==> config.mk <==
export PLATFORM = sky130hd
export DESIGN_NAME = dm_arbiter
export DESIGN_NICKNAME = d
export VERILOG_FILES = /design/src/rtl/dm_arb_pkg.sv /design/src/rtl/rr_arb2.sv /design/src/rtl/dm_arbiter.sv
export SDC_FILE = /design/constraint.sdc
export NUM_CORES = 1
export LEC_CHECK = 0
export ABC_AREA = 0
export BUFFER_PORTS_ARGS = -buffer_cell sky130_fd_sc_hd__buf_4
export CAP_MARGIN = 10
export CORE_ASPECT_RATIO = 2
export CORE_UTILIZATION = 25
export DETAILED_ROUTE_END_ITERATION = 6
export PLACE_DENSITY = 0.54
export SLEW_MARGIN = 20
export SYNTH_ARGS = -nofsm -noshare
export SYNTH_HDL_FRONTEND = slang
export SYNTH_HIERARCHICAL = 1
export SYNTH_SLANG_ARGS = --single-unit
==> constraint.sdc <==
create_clock -name clk -period 3 [get_ports clk]
set_input_delay 0.6 -clock clk [delete_from_list [all_inputs] [get_ports clk]]
set_output_delay 0.6 -clock clk [all_outputs]
set_load 0.005 [all_outputs]
==> src/rtl/dm_arb_pkg.sv <==
// Shared types and constants for the data-memory arbiter.
// The optional clear engine in dm_arbiter is enabled by DM_ARB_CLEAR_EN.
package dm_arb_pkg;

    typedef enum logic {
        IDLE  = 1'b0,
        CLEAR = 1'b1
    } state_e;

    localparam logic ID_C = 1'b0;
    localparam logic ID_D = 1'b1;

    localparam int DEFAULT_DEPTH = 100;

endpackage

==> src/rtl/rr_arb2.sv <==
// Two-request round-robin arbiter; a tie goes to the requester not granted last.
// The last-grant pointer only moves on a grant while en=1.
module rr_arb2
    import dm_arb_pkg::*;
(
    input  logic       clk,
    input  logic       rst,
    input  logic [1:0] req,
    input  logic       en,
    output logic [1:0] gnt
);

    logic last_q, last_d;

    always_comb begin
        gnt    = 2'b00;
        last_d = last_q;
        if (en) begin
            if (req == 2'b11) begin
                gnt = (last_q == ID_D) ? 2'b01 : 2'b10;
            end else begin
                gnt = req;
            end
        end
        if (gnt[ID_C]) begin
            last_d = ID_C;
        end else if (gnt[ID_D]) begin
            last_d = ID_D;
        end
    end

    // Reset pointer at D so that C wins the first tie.
    always_ff @(posedge clk) begin
        if (rst) begin
            last_q <= ID_D;
        end else begin
            last_q <= last_d;
        end
    end

endmodule

==> src/rtl/dm_arbiter.sv <==
// Shares the single data-memory port between CPU (C) and DMA (D) with round-robin grants.
// Define DM_ARB_CLEAR_EN to compile in the zero-fill sweep (CLEAR state, counter, clr_start).
module dm_arbiter
    import dm_arb_pkg::*;
#(
    parameter int DEPTH = DEFAULT_DEPTH,
    parameter int AW    = 32
) (
    input  logic          clk,
    input  logic          rst,
    input  logic          c_req,
    input  logic          c_we,
    input  logic [AW-1:0] c_addr,
    input  logic [31:0]   c_wd,
    input  logic          d_req,
    input  logic          d_we,
    input  logic [AW-1:0] d_addr,
    input  logic [31:0]   d_wd,
    output logic          c_gnt,
    output logic          d_gnt,
    output logic          c_rvalid,
    output logic          d_rvalid,
    output logic [31:0]   c_rdata,
    output logic [31:0]   d_rdata,
    output logic          m_we,
    output logic [AW-1:0] m_ad,
    output logic [31:0]   m_wd,
    input  logic [31:0]   m_rd,
    input  logic          clr_start,
    output logic          clr_busy
);

    state_e        state_q;
    logic [AW-1:0] cnt_q;
    logic          arb_en;
    logic [1:0]    arb_req;
    logic [1:0]    arb_gnt;
    logic          c_in_range, d_in_range;
    logic          c_rvalid_q, d_rvalid_q;
    logic [31:0]   c_rdata_q, d_rdata_q;

    // Reset wins over every request, so no grant or write escapes during rst.
    assign arb_en  = (state_q == IDLE) && !rst;
    assign arb_req = arb_en ? {d_req, c_req} : 2'b00;

    rr_arb2 u_rr_arb2 (
        .clk (clk),
        .rst (rst),
        .req (arb_req),
        .en  (arb_en),
        .gnt (arb_gnt)
    );

    assign c_gnt      = arb_gnt[ID_C];
    assign d_gnt      = arb_gnt[ID_D];
    assign c_in_range = c_addr < AW'(DEPTH);
    assign d_in_range = d_addr < AW'(DEPTH);
    assign clr_busy   = (state_q == CLEAR);

    always_comb begin
        m_we = 1'b0;
        m_ad = '0;
        m_wd = '0;
        if (!rst && state_q == CLEAR) begin
            m_we = 1'b1;
            m_ad = cnt_q;
        end else if (c_gnt) begin
            m_we = c_we && c_in_range;
            m_ad = c_addr;
            m_wd = c_wd;
        end else if (d_gnt) begin
            m_we = d_we && d_in_range;
            m_ad = d_addr;
            m_wd = d_wd;
        end
    end

    // Out-of-range loads still complete, returning zero instead of m_rd.
    always_ff @(posedge clk) begin
        if (rst) begin
            c_rvalid_q <= 1'b0;
            d_rvalid_q <= 1'b0;
            c_rdata_q  <= '0;
            d_rdata_q  <= '0;
        end else begin
            c_rvalid_q <= c_gnt && !c_we;
            d_rvalid_q <= d_gnt && !d_we;
            if (c_gnt && !c_we) begin
                c_rdata_q <= c_in_range ? m_rd : '0;
            end
            if (d_gnt && !d_we) begin
                d_rdata_q <= d_in_range ? m_rd : '0;
            end
        end
    end

    assign c_rvalid = c_rvalid_q;
    assign d_rvalid = d_rvalid_q;
    assign c_rdata  = c_rdata_q;
    assign d_rdata  = d_rdata_q;

`ifdef DM_ARB_CLEAR_EN
    state_e        state_d;
    logic [AW-1:0] cnt_d;

    always_ff @(posedge clk) begin
        if (rst) begin
            state_q <= IDLE;
            cnt_q   <= '0;
        end else begin
            state_q <= state_d;
            cnt_q   <= cnt_d;
        end
    end

    always_comb begin
        state_d = state_q;
        cnt_d   = cnt_q;
        case (state_q)
            IDLE: begin
                if (clr_start) begin
                    state_d = CLEAR;
                    cnt_d   = '0;
                end
            end
            CLEAR: begin
                cnt_d = cnt_q + 1'b1;
                if (cnt_q == AW'(DEPTH - 1)) begin
                    state_d = IDLE;
                    cnt_d   = '0;
                end
            end
            default: begin
                state_d = IDLE;
                cnt_d   = '0;
            end
        endcase
    end
`else
    logic unused_clr_start;

    assign state_q          = IDLE;
    assign cnt_q            = '0;
    assign unused_clr_start = clr_start;
`endif

endmodule
* Word-level counts from Yosys, hierarchy flattened
Index checks and enable logic that the tools add are counted.
** Operators by class
- Add/sub/neg operators :: 0
- Multiply operators :: 0
- Divide/modulo/power cells :: 0
- Magnitude comparators :: 2
- Equal/unequal tests :: 1
- Shift operators :: 0
- Mux-type cells :: 14
- Bitwise logic cells :: 0
- Reduce and logical (&&, ||, !) cells :: 7
** Operators with widths (count)
- $mux W32 :: 6
- $lt A32 B7 Y1 const B :: 2
- $mux W2 :: 4
- $logic_and A1 B1 Y1 :: 4
- $mux W1 :: 4
- $eq A2 B2 Y1 const B :: 1
- $logic_not A1 Y1 :: 2
- $reduce_bool A2 Y1 :: 1
** Storage, ports and cells
- Flip-flop bits (word level) :: 67
- Latch bits :: 0
- Bits in writable memories :: 0
- Memory bits (read-only) :: 0
- Bits of input ports :: 167
- Output and inout bits :: 134
- Logic and storage cells :: 29
- Memories kept :: 0

* Depth between registers and ports, before layout
- Depth after elaboration :: 6
- Gate-level depth with buffers :: 10
- Gate-level depth less buffers :: 7

* Hierarchy
Netlist, hierarchy kept.
** By module, submodules not included
- dm_arbiter :: times used 1, cells an instance 379, area each 3484.6 µm², sequential area each 1321.3 µm²
- rr_arb2 :: times used 1, cells an instance 8, area each 58.8 µm², sequential area each 20.0 µm²

* Least setup slack after synthesis
Ideal clock, no wire load.
- Kind :: in2out
- Start :: in rst
- End :: out m_wd[0]
- Arrival time :: 2247 ps
- Data required time :: 2400 ps
- Slack :: 153 ps
- Stages on the path :: 8
- Path buffers :: 4
- Cell sequence :: clkinv_1 > clkbuf_1 > nand2_1 > a21oi_1 > clkbuf_1 > clkbuf_1 > clkbuf_1 > a22o_1
** On the way
- Elaborated cells on any way between the ends :: 6
- Classes of those cells :: eq/ne: 1; mux: 5
** RTL lines
- start, declared :: line dm_arbiter.sv:10 : input logic rst,
- $mux W2 :: line dm_arbiter.sv:44 : assign arb_req = arb_en ? {d_req, c_req} : 2'b00;
- $eq A2 B2 Y1 :: line rr_arb2.sv:19 : if (req == 2'b11) begin
- $mux W2 :: line rr_arb2.sv:19
- $mux W2 (*) :: line rr_arb2.sv:18 : if (en) begin
- via c_gnt :: line dm_arbiter.sv:19 : output logic c_gnt,
- $mux W32 (*) :: line dm_arbiter.sv:67 : end else if (c_gnt) begin
- end, declared :: line dm_arbiter.sv:27 : output logic [31:0] m_wd,
The timed path passes the listed nets; every way through them passes the cells marked *.

* Worst setup path after layout
- Start :: in rst
- End :: out m_ad[28]
** On the way
- Word-level cells in the longest chain between the ends :: 6
** RTL lines
- $mux W2 (*) :: line dm_arbiter.sv:44
- via arb_req[1] :: line dm_arbiter.sv:36 : logic [1:0] arb_req;
- $eq A2 B2 Y1 :: line rr_arb2.sv:19
- $mux W2 (*) :: line rr_arb2.sv:19
- $mux W2 (*) :: line rr_arb2.sv:18
- $mux W32 :: line dm_arbiter.sv:71 : end else if (d_gnt) begin
- $mux W32 (*) :: line dm_arbiter.sv:67
- end, declared :: line dm_arbiter.sv:26 : output logic [AW-1:0] m_ad,
Marked as above.

==> impl_metrics.tcl <==
set metrics [dict create \
    cp-startpoint "rst" \
    required_ns 2.40 \
    setup_tns_ns 0 \
    max_freq_mhz 353 \
    gp_congestion 0.882 \
    hold_end "d_rdata[7]$_SDFFE_PP0P_" \
    hold_viol_final 0 \
    final-setup-viol-count 0 \
    antennaDiodeCount 0 \
    swShare_pct 24.6 \
    min_path_cells 2 \
    rows 61 \
    nFillCells 1435 \
    crit-reg2reg-launch "u_rr_arb2/last_q$_SDFFE_PP1P_" \
    cp_common_cell "buf_4" \
    io_pins 301 \
    p_clk_share_pct 42.3 \
    hpwlAfterDp_um 14400 \
    powerDensity_mw_per_mm2 369 \
    rsz0062_at_grt "false" \
    finalNetCount 825 \
    start_util_pct 25.5 \
    area_growth_pct 75.5 \
    ant_nets 0 \
    fin_skew_ns 0.00567 \
    finalCritPeriodShare_pct 94.5 \
    drv_cap 0 \
    rr_endpoint "d_rdata[15]$_SDFFE_PP0P_" \
    drt-total-wl_um 19000 \
    r2r_slack_ns 1.20 \
    grtUsageTotal_pct 24.5 \
    met3_usage_pct 6.98 \
    cp_max_fo 32 \
    crit_chain "buf_4 -> nor2b_1 -> nand2_1 -> a21oi_1 -> nor2b_4 -> buf_4 -> a22o_1 -> buf_4" \
    ctsResizeCount 0 \
    die_area_mm2 0.0147 \
    seqPwrFrac_pct 38.9 \
    period_needed_ns 2.84 \
    cts_buffers 9 \
    grt-ovfl-total 0 \
    num_vias 4535 \
    clkSinkCount 67 \
    drt_iter0_drc 288 \
    p_comb_share_pct 18.8 \
    postSynthAreaPerCell_um2 9.16 \
    clk_path_buf_depth 2 \
    crit_path_end_kind "output pin" \
    htreeDepth 3 \
    synthesis.area_mm2 0.00354 \
    root_buffer "clkbuf_16" \
    core_mm2 0.0139 \
    vdd_drop_max_mv 0.360 \
    cts_tree "done" \
    grtUsageMet1_pct 29.6 \
    chipHeight_um 170 \
    leakagePower_nw 2.85 \
    slew_viol_final 0 \
    status "finished, final reports clean" \
    cp-start-kind "primary input" \
    relSlewSlack_pct 59.4 \
    slowest_stage "buf_4" \
    worstMarginPinSlew_ns 0.609 \
    clk_pin_slew_ns 0.06 \
    cts_setup_buffers 0 \
    fin_util_pct 44.8 \
    drtPass1Iterations 5 \
    first_global_vias 4568 \
    ys_seq_area_share_pct 37.9 \
    antenna_found_initial 0 \
    crit_type "primary input to output pin" \
    post_drt_via_cell_ratio 5.32 \
    use_met2_pct 40.7 \
    crit_arrival_ns 2.24 \
    synth_nets 554 \
    hp-class "flop to flop" \
    synthCells 387 \
    ys.warnings.count 6 \
    hold_start "d_rdata[7]$_SDFFE_PP0P_" \
    grt_pass1_wl_um 26600 \
    drc 0 \
    rr_worst_depth 5 \
    holdBufCountCts 0 \
    final_common_cell "buf_4" \
    synth.distinct_cells 30 \
    die_w_um 86.2 \
    max_stage_delay_ns 0.32 \
    drive_gt1_share_pct 52.5 \
    p_int_mw 1.73 \
    io_buffer_count 298 \
    busiest_layer "met2" \
    synth-seq-cells 67 \
    clk_latency_ns 0.32 \
    grt_max_degree 66 \
    p_switching_mw 0.564 \
    layout_common_cells "309 x buf_4, 67 x dfxtp_1, 65 x nand3_1" \
    wl_per_cell_um 22.3 \
]
[sequential cells by signal, summed over array words and instances (netlist names)]
register          cells
d_rvalid              1
u_rr_arb2/last_q      1
d_rdata              32
c_rdata              32
c_rvalid              1
[cell usage after synthesis]
master | number | area share [%]
o41ai_1 | 60 | 15
nor3_4 | 2 | 0.92
or4_4 | 2 | 0.64
nand2_1 | 40 | 4.2
nor4_1 | 4 | 0.71
or2_2 | 1 | 0.18
nor2b_1 | 3 | 0.53
and3b_1 | 1 | 0.25
nand4_4 | 2 | 1.2
a211o_1 | 1 | 0.25
o32ai_1 | 1 | 0.25
a21oi_1 | 2 | 0.28
a22o_1 | 62 | 15
nor2_1 | 2 | 0.21
o41ai_2 | 4 | 1.8
o21ai_0 | 2 | 0.28
nor4_4 | 3 | 1.8
buf_4 | 1 | 0.21
dfxtp_1 | 67 | 38
nor4_2 | 1 | 0.35
clkinv_1 | 1 | 0.11
inv_1 | 1 | 0.11
buf_6 | 6 | 1.9
o311ai_2 | 2 | 0.92
nand2b_1 | 2 | 0.35
nor3_1 | 2 | 0.28
buf_1 | 11 | 1.2
nand3_1 | 66 | 9.3
conb_1 | 1 | 0.11
clkbuf_1 | 34 | 3.6
[worst max-delay path by stage]
stage                     to  cells past startpoint
finish              m_ad[28]                      8
global route        m_ad[23]                      8
CTS                 m_ad[27]                      8
detailed placement  m_ad[27]                      8
global placement    m_ad[28]                      8
floorplan            m_wd[0]                      8
[critical path, delay by kind of cell]
kind / cells / cell delay [ns]
compound gates: 2 / 0.47
buf+inv: 3 / 0.61
simple gates: 3 / 0.54
[cell families (layout without fill, tap and decap cells)]
family          after synthesis  count (layout)  synth area share, %
compound gates              134             134                 34.0
simple gates                131             131                 21.0
flops                        67              67                 37.9
buf+inv                      54             330                 7.10
other cells                   1               1                0.106
[routing by layer]
layer / routed length (um) / vias up / part of all wire [%]
li1: - / 2088 / -
met1: 7530 / 2138 / 40
met2: 8940 / 283 / 47
met3: 1940 / 26 / 10
met4: 553 / 0 / 2.9
met5: 0 / - / 0
[per-stage QoR]
| step | instance area (um2) | std cells | hold WS [ns] | power, mW | worst slack, ns |
|---|---|---|---|---|---|
| after detailed placement | 5940 | 836 | 0.455 | 1.34 | 0.193 |
| final | 6220 | 852 | 0.465 | 2.30 | 0.164 |
| after floorplan | 3540 | 387 | 0.459 | 1.03 | 0.153 |
| after global placement | 5940 | 836 | 0.454 | 1.34 | 0.168 |
| after CTS | 6220 | 852 | 0.466 | 2.32 | 0.186 |
| after global routing | 6220 | 852 | 0.486 | 2.38 | 0.0267 |
[power groups by stage]
| stage | registers, mW | logic [mW] | clock network, mW |
|---|---|---|---|
| finish | 0.892 | 0.433 | 0.972 |
| floorplan | 0.911 | 0.121 | 0 |
| global route | 0.892 | 0.461 | 1.03 |
| global placement | 0.911 | 0.428 | 0 |
| detailed placement | 0.911 | 0.430 | 0 |
| CTS | 0.892 | 0.433 | 0.993 |
[area by class of cell]
type	count	area, um2	area share [%]
clock inverters	2	10.0	0.161
flip-flops and latches	67	1340	21.6
repair buffers	312	2380	38.3
multi-input cells	266	1980	31.8
clock buffers	14	264	4.25
inverters	2	7.51	0.121
well taps	189	236	3.80
Note: power is estimated with default switching activity, not from simulation.
